File: src/rtl/ppdu_sequencer.sv
// Serial PPDU framer: preamble, SIGNAL field, SERVICE, PSDU data, tail and symbol padding.
// One frame bit is emitted per cycle and appears on the registered BitOut on the next edge.
module ppdu_sequencer #(
  parameter int PREAMBLE_BITS = 96
) (
  input  logic        Clock,
  input  logic        Reset,
  input  logic        Start,
  input  logic [3:0]  Rate,
  input  logic [11:0] Length,
  input  logic        DataIn,
  input  logic        DataValid,
  output logic        DataReq,
  output logic        BitOut,
  output logic        BitValid,
  output logic        ScrambleEn,
  output logic        ScrambleInit,
  output logic        Busy,
  output logic        Done,
  output logic        Error
);

  typedef enum logic [3:0] {
    IDLE, PREAMBLE, SIG_RATE, SIG_RSVD, SIG_LENGTH, SIG_PARITY,
    SIG_TAIL, SERVICE, DATA, TAIL, PAD
  } state_t;

  localparam logic [14:0] PRE_LAST = 15'(PREAMBLE_BITS - 1);

  state_t      state;
  logic [14:0] bit_cnt;
  logic [14:0] data_total;
  logic [14:0] data_last;
  logic [3:0]  rate_q;
  logic [11:0] len_sh;
  logic        parity;
  logic [7:0]  sym_cnt;
  logic [7:0]  sym_inc;
  logic [7:0]  sym_next;
  logic [7:0]  n_dbps;
  logic        sym_wrap;

  // Data bits per OFDM symbol; zero marks an unsupported rate code.
  function automatic logic [7:0] dbps_of(input logic [3:0] r);
    case (r)
      4'b1101: dbps_of = 8'd24;
      4'b1111: dbps_of = 8'd36;
      4'b0101: dbps_of = 8'd48;
      4'b0111: dbps_of = 8'd72;
      4'b1001: dbps_of = 8'd96;
      4'b1011: dbps_of = 8'd144;
      4'b0001: dbps_of = 8'd192;
      4'b0011: dbps_of = 8'd216;
      default: dbps_of = 8'd0;
    endcase
  endfunction

  assign n_dbps    = dbps_of(rate_q);
  assign sym_inc   = sym_cnt + 8'd1;
  assign sym_wrap  = (sym_inc == n_dbps);
  assign sym_next  = sym_wrap ? 8'd0 : sym_inc;
  assign data_last = data_total - 15'd1;
  assign DataReq   = (state == DATA);

  always_ff @(posedge Clock) begin
    if (!Reset) begin
      state        <= IDLE;
      bit_cnt      <= '0;
      data_total   <= '0;
      rate_q       <= '0;
      len_sh       <= '0;
      parity       <= 1'b0;
      sym_cnt      <= '0;
      BitOut       <= 1'b0;
      BitValid     <= 1'b0;
      ScrambleEn   <= 1'b0;
      ScrambleInit <= 1'b0;
      Busy         <= 1'b0;
      Done         <= 1'b0;
      Error        <= 1'b0;
    end else begin
      BitOut       <= 1'b0;
      BitValid     <= 1'b0;
      ScrambleEn   <= 1'b0;
      ScrambleInit <= 1'b0;
      Done         <= 1'b0;
      Error        <= 1'b0;
      case (state)
        IDLE: begin
          if (Start) begin
            if (dbps_of(Rate) != 8'd0 && Length != 12'd0) begin
              rate_q     <= Rate;
              len_sh     <= Length;
              data_total <= {Length, 3'b000};
              parity     <= ^{Rate, Length};
              bit_cnt    <= '0;
              Busy       <= 1'b1;
              state      <= PREAMBLE;
            end else begin
              Error <= 1'b1;
            end
          end
        end
        PREAMBLE: begin
          BitValid <= 1'b1;
          BitOut   <= ~bit_cnt[0];
          if (bit_cnt == PRE_LAST) begin
            bit_cnt <= '0;
            state   <= SIG_RATE;
          end else begin
            bit_cnt <= bit_cnt + 15'd1;
          end
        end
        SIG_RATE: begin
          BitValid <= 1'b1;
          BitOut   <= rate_q[~bit_cnt[1:0]];
          if (bit_cnt == 15'd3) begin
            bit_cnt <= '0;
            state   <= SIG_RSVD;
          end else begin
            bit_cnt <= bit_cnt + 15'd1;
          end
        end
        SIG_RSVD: begin
          BitValid <= 1'b1;
          state    <= SIG_LENGTH;
        end
        // Length goes out LSB first, so shift it down one bit per cycle.
        SIG_LENGTH: begin
          BitValid <= 1'b1;
          BitOut   <= len_sh[0];
          len_sh   <= len_sh >> 1;
          if (bit_cnt == 15'd11) begin
            bit_cnt <= '0;
            state   <= SIG_PARITY;
          end else begin
            bit_cnt <= bit_cnt + 15'd1;
          end
        end
        SIG_PARITY: begin
          BitValid <= 1'b1;
          BitOut   <= parity;
          state    <= SIG_TAIL;
        end
        SIG_TAIL: begin
          BitValid <= 1'b1;
          if (bit_cnt == 15'd5) begin
            bit_cnt <= '0;
            sym_cnt <= '0;
            state   <= SERVICE;
          end else begin
            bit_cnt <= bit_cnt + 15'd1;
          end
        end
        SERVICE: begin
          BitValid     <= 1'b1;
          ScrambleEn   <= 1'b1;
          ScrambleInit <= (bit_cnt == 15'd0);
          sym_cnt      <= sym_next;
          if (bit_cnt == 15'd15) begin
            bit_cnt <= '0;
            state   <= DATA;
          end else begin
            bit_cnt <= bit_cnt + 15'd1;
          end
        end
        DATA: begin
          if (DataValid) begin
            BitValid   <= 1'b1;
            BitOut     <= DataIn;
            ScrambleEn <= 1'b1;
            sym_cnt    <= sym_next;
            if (bit_cnt == data_last) begin
              bit_cnt <= '0;
              state   <= TAIL;
            end else begin
              bit_cnt <= bit_cnt + 15'd1;
            end
          end
        end
        // A frame that already ends on a symbol boundary skips padding.
        TAIL: begin
          BitValid <= 1'b1;
          sym_cnt  <= sym_next;
          if (bit_cnt == 15'd5) begin
            bit_cnt <= '0;
            if (sym_wrap) begin
              Done  <= 1'b1;
              Busy  <= 1'b0;
              state <= IDLE;
            end else begin
              state <= PAD;
            end
          end else begin
            bit_cnt <= bit_cnt + 15'd1;
          end
        end
        PAD: begin
          BitValid   <= 1'b1;
          ScrambleEn <= 1'b1;
          sym_cnt    <= sym_next;
          if (sym_wrap) begin
            Done  <= 1'b1;
            Busy  <= 1'b0;
            state <= IDLE;
          end
        end
        default: state <= IDLE;
      endcase
    end
  end

endmodule

File: config.mk
export PLATFORM = sky130hd
export DESIGN_NAME = ppdu_sequencer
export DESIGN_NICKNAME = d
export VERILOG_FILES = /design/src/rtl/ppdu_sequencer.sv
export SDC_FILE = /design/constraint.sdc
export NUM_CORES = 1
export LEC_CHECK = 0
export ABC_AREA = 1
export CAP_MARGIN = 20
export CORE_UTILIZATION = 54
export DETAILED_ROUTE_END_ITERATION = 10
export GPL_TIMING_DRIVEN = 0
export PLACE_DENSITY = 0.88
export SKIP_CTS_REPAIR_TIMING = 1
export SLEW_MARGIN = 30
export SYNTH_ARGS = -nofsm -noshare
export SYNTH_HDL_FRONTEND = slang
export SYNTH_SLANG_ARGS = --single-unit
File: constraint.sdc
create_clock -name Clock -period 2 [get_ports Clock]
set_clock_uncertainty 0.1 [all_clocks]
set_input_delay 0.4 -clock Clock [delete_from_list [all_inputs] [get_ports Clock]]
set_output_delay 0.4 -clock Clock [all_outputs]
set_load 0.1 [all_outputs]
==> impl_metrics.env, run 1 <==
export IMPL_grt_use_total_pct=28.08
export IMPL_n_fill_cell=435
export IMPL_n_antenna_cell=0
export IMPL_final_cell_mix="173 x nand2_1, 72 x inv_1, 45 x dfxtp_1, 39 x a21oi_1, 33 x buf_4"
export IMPL_path_cells="inv_2 > buf_6 > buf_4 > nand2_2 > nand3_2 > nor2_2 > nand3_1 > nor2_2 > nand3_1 > nor2_1 > nand2_2 > nand2_4 > nand3_4 > clkbuf_16 > a21oi_2 > nor2_1"
export IMPL_post_place_ws_ns=-0.7833
export IMPL_routed_via_count=5458
export IMPL_met2_usage_pct=46.91
export IMPL_period_share_pct=129.5
export IMPL_ant_nets=0
export IMPL_fin_crit_ns=2.589
export IMPL_max_slew_margin_pct=35.63
export IMPL_drv_slew=0
export IMPL_ys_ff_latch=69
export IMPL_numCtsBuffers=9
export IMPL_worst_slew_pin_slew_ns=0.9640
export IMPL_seqCellArea_um2=1441
export IMPL_use_met1_pct=34.01
export IMPL_start_kind="flip-flop"
export IMPL_firstDrtPassIters=8
export IMPL_clock_root_buffer="clkbuf_8"
export IMPL_reg2reg_depth=16
export IMPL_cp_end_kind="flip-flop"
export IMPL_syn_to_final_growth_pct=43.25
export IMPL_cp_slowest_stage_delay_ns=0.36
export IMPL_nets=771
export IMPL_syn_nets=692
export IMPL_grt_pass1_vias=4137
export IMPL_htree_levels=3
export IMPL_critPathRequiredTime_ns=2.16
export IMPL_fp_row_count=32
export IMPL_min_from="Length[11]"
export IMPL_drv_cap=0
export IMPL_r2r_setup_slack_ns=-0.59
export IMPL_hp_class="in -> reg"
export IMPL_coreArea_um2=7687
export IMPL_setup_tns_final_ns=-10.60
export IMPL_setup_ws_ns=-0.5895
export IMPL_antenna_found_initial=0
export IMPL_whs_path_depth=3
export IMPL_grt_start_max_net_pins=12
export IMPL_ios=29
export IMPL_grt_busiest_layer="met2"
export IMPL_drt_initial_drc_count=819
export IMPL_clock_path_buffers=2
export IMPL_gp_congestion=0.9449
export IMPL_power_density_nw_per_um2=1468
export IMPL_dp_hpwl_mm=8.219
export IMPL_viasPerCell=6.467
export IMPL_crit_slowest_cell="dfxtp_2"
export IMPL_hold_path_end="data_total[14]"
export IMPL_drt_wl_total_mm=17.17
export IMPL_rr_endpoint="bit_cnt[0]"
export IMPL_die_width_um=90.86
export IMPL_syn_area_per_cell_um2=6.480
export IMPL_multi_input_area_um2=3075
export IMPL_finalInstanceArea_um2=6108
export IMPL_insertion_delay_ns=0.37
export IMPL_cts_sinks=69
export IMPL_cts_tree="done"
export IMPL_finish_utilization_pct=79.46
export IMPL_grt_first_pass_wirelength_mm=18.53
export IMPL_critPathKind="reg -> reg"
export IMPL_rr_startpoint="data_total[3]"
export IMPL_drive_gt1_share_pct=33.29
export IMPL_rsz0062_at_grt="true"
export IMPL_portBuffers=28
export IMPL_die_area_um2=8256
export IMPL_arrival_ns=2.75
export IMPL_path_clk_slew_ns=0.09
export IMPL_syn_area_um2=4264
export IMPL_peakVddDrop_mv=0.8980
export IMPL_synth_distinct_cells=38
export IMPL_violations="negative setup slack"
export IMPL_met3_usage_pct=4.966
export IMPL_grt_overflow=0
export IMPL_ys_warn_count=0
export IMPL_ys_seq_area_share_pct=32.39
export IMPL_postPlaceCellArea_um2=4705
export IMPL_initial_core_util_pct=55.47
export IMPL_layout_commonest_cell="nand2_1"
export IMPL_syn_inst=658
export IMPL_critPathMaxFanout=5
export IMPL_fmax_mhz=386.2
export IMPL_outcome="finished with violations"
export IMPL_die_height_um=90.86
export IMPL_wl_per_cell_um=20.34
export IMPL_power_leakage_nw=2.767
export IMPL_route_detailed_drc=0
export IMPL_setup_viol=44
export IMPL_finalHoldViolations=0
[area by class of cell]
class,count,share of cell area [%]
Multi-Input combinational cell,474,50.35
Sequential cell,69,23.60
Timing Repair Buffer,69,11.78
Inverter,99,6.493
Clock buffer,12,2.540
Tap cell,102,2.089
Buffer,15,2.007
Clock inverter,4,1.147
[worst max-delay path: cells and delay by family, from the launching register on]
kind                   cells  cell delay [ns]
AND/OR/NAND/NOR           11             1.36
buffers and inverters      4             0.51
flip-flops                 1             0.36
AO/OA/AOI/OAI              1             0.15
[cell families after synthesis]
| family | synth area share, % |
|---|---|
| simple gates | 35.06 |
| buf+inv | 10.86 |
| compound gates | 13.03 |
| flops | 32.39 |
| xor+xnor | 4.842 |
| fa+ha+maj | 3.815 |
[synthesized netlist by cell type, drive strengths merged]
cell type / n / area (um2)
nor4: 2 / 27.53
o21bai: 2 / 15.01
a21boi: 1 / 18.77
a21oi: 53 / 265.3
o2bb2ai: 1 / 8.760
dfxtp: 69 / 1381
nand4: 10 / 62.56
a211oi: 1 / 7.510
ha: 13 / 162.7
clkbuf: 7 / 26.28
a41oi: 1 / 8.760
a31oi: 14 / 87.58
a2111oi: 2 / 17.52
nand2: 200 / 763.2
xor2: 15 / 131.4
a221o: 1 / 10.01
nor2: 62 / 292.8
xnor3: 1 / 22.52
and2: 1 / 7.510
nand3b: 2 / 15.01
or2: 1 / 6.260
xnor2: 6 / 52.55
inv: 99 / 371.6
o21ai: 22 / 110.1
nor3: 8 / 40.04
nand3: 54 / 280.3
o22ai: 1 / 6.260
buf: 9 / 65.06
[per-stage QoR]
step                      hold slack [ns]  std cells  power [W]
after global routing               0.2845        844   0.009348
after detailed placement           0.3630        788   0.005428
final                              0.2694        844   0.008964
after floorplan                    0.3391        658   0.004668
after CTS                          0.3740        804   0.006740
after global placement             0.3506        788   0.005315
[registers in the layout, summed over array words and instances, names as in the netlist, 4 cells and up]
name and count:
sym_cnt 8, state 4, bit_cnt 15, n_dbps 6, data_total 12, len_sh 12, rate_q 4
[report_power, final]
| part | total [W] | internal [W] | switching (W) |
|---|---|---|---|
| clock network | 0.00135 | 0.000767 | 0.000584 |
| registers | 0.00211 | 0.00174 | 0.000367 |
| logic | 0.00550 | 0.00211 | 0.00339 |
| total | 0.00896 | 0.00462 | 0.00434 |
[layer usage]
metal,part of all wire [%],wire length [um]
met2,46,7914
met1,34,5895
met4,9.0,1550
met3,11,1804
met5,0,0
[worst max path at each step]
stage                     slack [ns]           from         end  cells past startpoint
after floorplan                -0.16       state[0]   n_dbps[5]                     14
after global placement         -0.77      Length[9]  bit_cnt[1]                     15
after detailed placement       -0.78      Length[9]  bit_cnt[1]                     15
after CTS                      -0.72       state[1]     DataReq                      4
after global routing           -0.60     bit_cnt[0]  bit_cnt[0]                     15
final                          -0.59  data_total[3]  bit_cnt[0]                     16
(Power assumes the default switching activity.)
==> run 2: changes to the inputs <==
CORE_MARGIN = 1.5   (was default)
==> impl_metrics.env, run 2 (same netlist as run 1, synthesis figures left out) <==
export IMPL_drv_cap=0
export IMPL_cp_end_kind="flip-flop"
export IMPL_die_height_um=91.86
export IMPL_fp_row_count=32
export IMPL_reg2reg_depth=11
export IMPL_hp_class="in -> reg"
export IMPL_grt_first_pass_wirelength_mm=18.19
export IMPL_rsz0062_at_grt="true"
export IMPL_critPathKind="reg -> reg"
export IMPL_crit_slowest_cell="dfxtp_4"
export IMPL_die_width_um=91.86
export IMPL_drt_wl_total_mm=14.62
export IMPL_fin_crit_ns=2.419
export IMPL_peakVddDrop_mv=0.9211
export IMPL_ios=29
export IMPL_clock_path_buffers=2
export IMPL_grt_overflow=0
export IMPL_worst_slew_pin_slew_ns=0.9887
export IMPL_cp_endpoint="bit_cnt[14]"
export IMPL_start_kind="flip-flop"
export IMPL_cp_slowest_stage_delay_ns=0.39
export IMPL_antenna_found_initial=0
export IMPL_r2r_setup_slack_ns=-0.42
export IMPL_critPathTopFamily="simple AND/OR/NAND/NOR gates"
export IMPL_syn_to_final_growth_pct=34.86
export IMPL_power_density_nw_per_um2=1348
export IMPL_finalInstanceArea_um2=5751
export IMPL_power_frac_seq_pct=26.4
export IMPL_switching_share_pct=49.17
export IMPL_n_antenna_cell=0
export IMPL_combPwrFrac_pct=60.0
export IMPL_max_slew_margin_pct=33.98
export IMPL_outcome="finished with violations"
export IMPL_arrival_ns=2.61
export IMPL_die_area_um2=8438
export IMPL_internal_power_w=0.003940
export IMPL_routed_via_count=4989
export IMPL_insertion_delay_ns=0.36
export IMPL_grt_pass1_vias=4027
export IMPL_ant_nets=0
export IMPL_path_cells="ha_4 > nand2_2 > nor2_1 > nand2_1 > nor2_1 > nand3_1 > nor3_2 > nand2_1 > xor2_1 > nand3_4 > a21oi_2"
export IMPL_viasPerCell=5.982
export IMPL_portBuffers=28
export IMPL_whs_path_depth=3
export IMPL_clkPwrFrac_pct=13.6
export IMPL_largestRegisters="bit_cnt: 15 flops, data_total: 12 flops, len_sh: 12 flops"
export IMPL_instances_no_fill=834
export IMPL_period_share_pct=120.9
export IMPL_crit_start="bit_cnt[0]"
export IMPL_grt_start_max_net_pins=14
export IMPL_dp_cells=788
export IMPL_htree_levels=3
export IMPL_cts_sinks=69
export IMPL_initial_core_util_pct=55.47
export IMPL_coreArea_um2=7687
export IMPL_violations="negative setup slack"
export IMPL_dp_hpwl_mm=8.228
export IMPL_critPathBufInv=0
export IMPL_final_cell_mix="175 x nand2_1, 75 x inv_1, 55 x dfxtp_1, 34 x nor2_1, 34 x a21oi_1"
export IMPL_nets=761
export IMPL_route_detailed_drc=0
export IMPL_holdWs_ns=0.2529
export IMPL_critPathRequiredTime_ns=2.19
export IMPL_wl_per_cell_um=17.53
export IMPL_p_sw_w=0.003811
export IMPL_cts_tree="done"
export IMPL_gp_congestion=0.9355
export IMPL_drive_gt1_share_pct=29.64
export IMPL_rr_endpoint="bit_cnt[14]"
export IMPL_path_clk_slew_ns=0.08
export IMPL_power_leakage_nw=2.578
export IMPL_layout_commonest_cell="nand2_1"
export IMPL_postPlaceCellArea_um2=4705
export IMPL_clock_root_buffer="clkbuf_8"
export IMPL_path_depth=11
export IMPL_numCtsBuffers=9
export IMPL_setup_ws_ns=-0.4189
export IMPL_drt_initial_drc_count=644
export IMPL_fmax_mhz=413.4
export IMPL_setup_viol=34
export IMPL_rr_startpoint="bit_cnt[0]"
export IMPL_largest_reg_flops=15
export IMPL_drv_slew=0
export IMPL_finalHoldViolations=0
export IMPL_grt_use_total_pct=26.88
export IMPL_critPathMaxFanout=5
export IMPL_top_register="bit_cnt"
export IMPL_firstDrtPassIters=7
## run 2: changes by cell type in the layout (fill, tap and decap cells not counted), sizes merged
cell          delta
buf              -8
dlymetal6s2s     -5
clkinvlp         +3
bufinv           -2
clkinv           +1
inv              +1
## run 2: how the worst min path moves through the flow
stage	from	to	slack [ns]
after floorplan	len_sh[11]	len_sh[11]	0.34
after global placement	len_sh[9]	len_sh[9]	0.36
after detailed placement	len_sh[9]	len_sh[9]	0.37
after CTS	len_sh[9]	len_sh[9]	0.38
after global routing	Length[11]	len_sh[11]	0.28
final	Length[6]	data_total[9]	0.25
## run 2: worst reg2reg max path, stage by stage, from the launching register on
cell     delay (ns)
dfxtp_4        0.39
ha_4           0.16
nand2_2        0.08
nor2_1         0.21
nand2_1        0.13
nor2_1         0.35
nand3_1        0.17
nor3_2         0.18
nand2_1        0.09
xor2_1         0.26
nand3_4        0.10
a21oi_2        0.12
## run 2: routing by layer
metal	vias to the layer above	routed length (um)	track usage [%]
li1	2253	-	-
met1	2284	5378	32.30
met2	344	7057	47.04
met3	108	1355	6.136
met4	0	825	8.974
met5	-	0	0
## run 2: power by group through the flow
stage                     combinational, W  sequential, W  clock, W
after detailed placement           0.00340        0.00201         0
after CTS                          0.00341        0.00198   0.00103
after global placement             0.00332        0.00199         0
final                              0.00465        0.00205   0.00105
after global routing               0.00503        0.00208   0.00109
after floorplan                    0.00254        0.00213         0
## run 2: cell type report
class	instances	area (um2)
clock inverter	7	50.05
sequential	69	1416
tap	102	127.6
clock buffer	9	123.9
inverter	99	386.6
timing repair buffer	58	544.3
multi-input combinational	474	2973
buffer	16	128.9
fill	495	1937
## run 2: stage by stage
stage	power [W]	util, %	TNS [ns]	setup slack [ns]
final	0.007750	74.80	-5.469	-0.4189
after global routing	0.008207	74.80	-11.16	-0.4904
after CTS	0.006420	63.46	-21.06	-0.7135
after detailed placement	0.005410	61.20	-37.74	-0.7866
after global placement	0.005307	61.20	-36.35	-0.7627
after floorplan	0.004668	-	-2.120	-0.1611
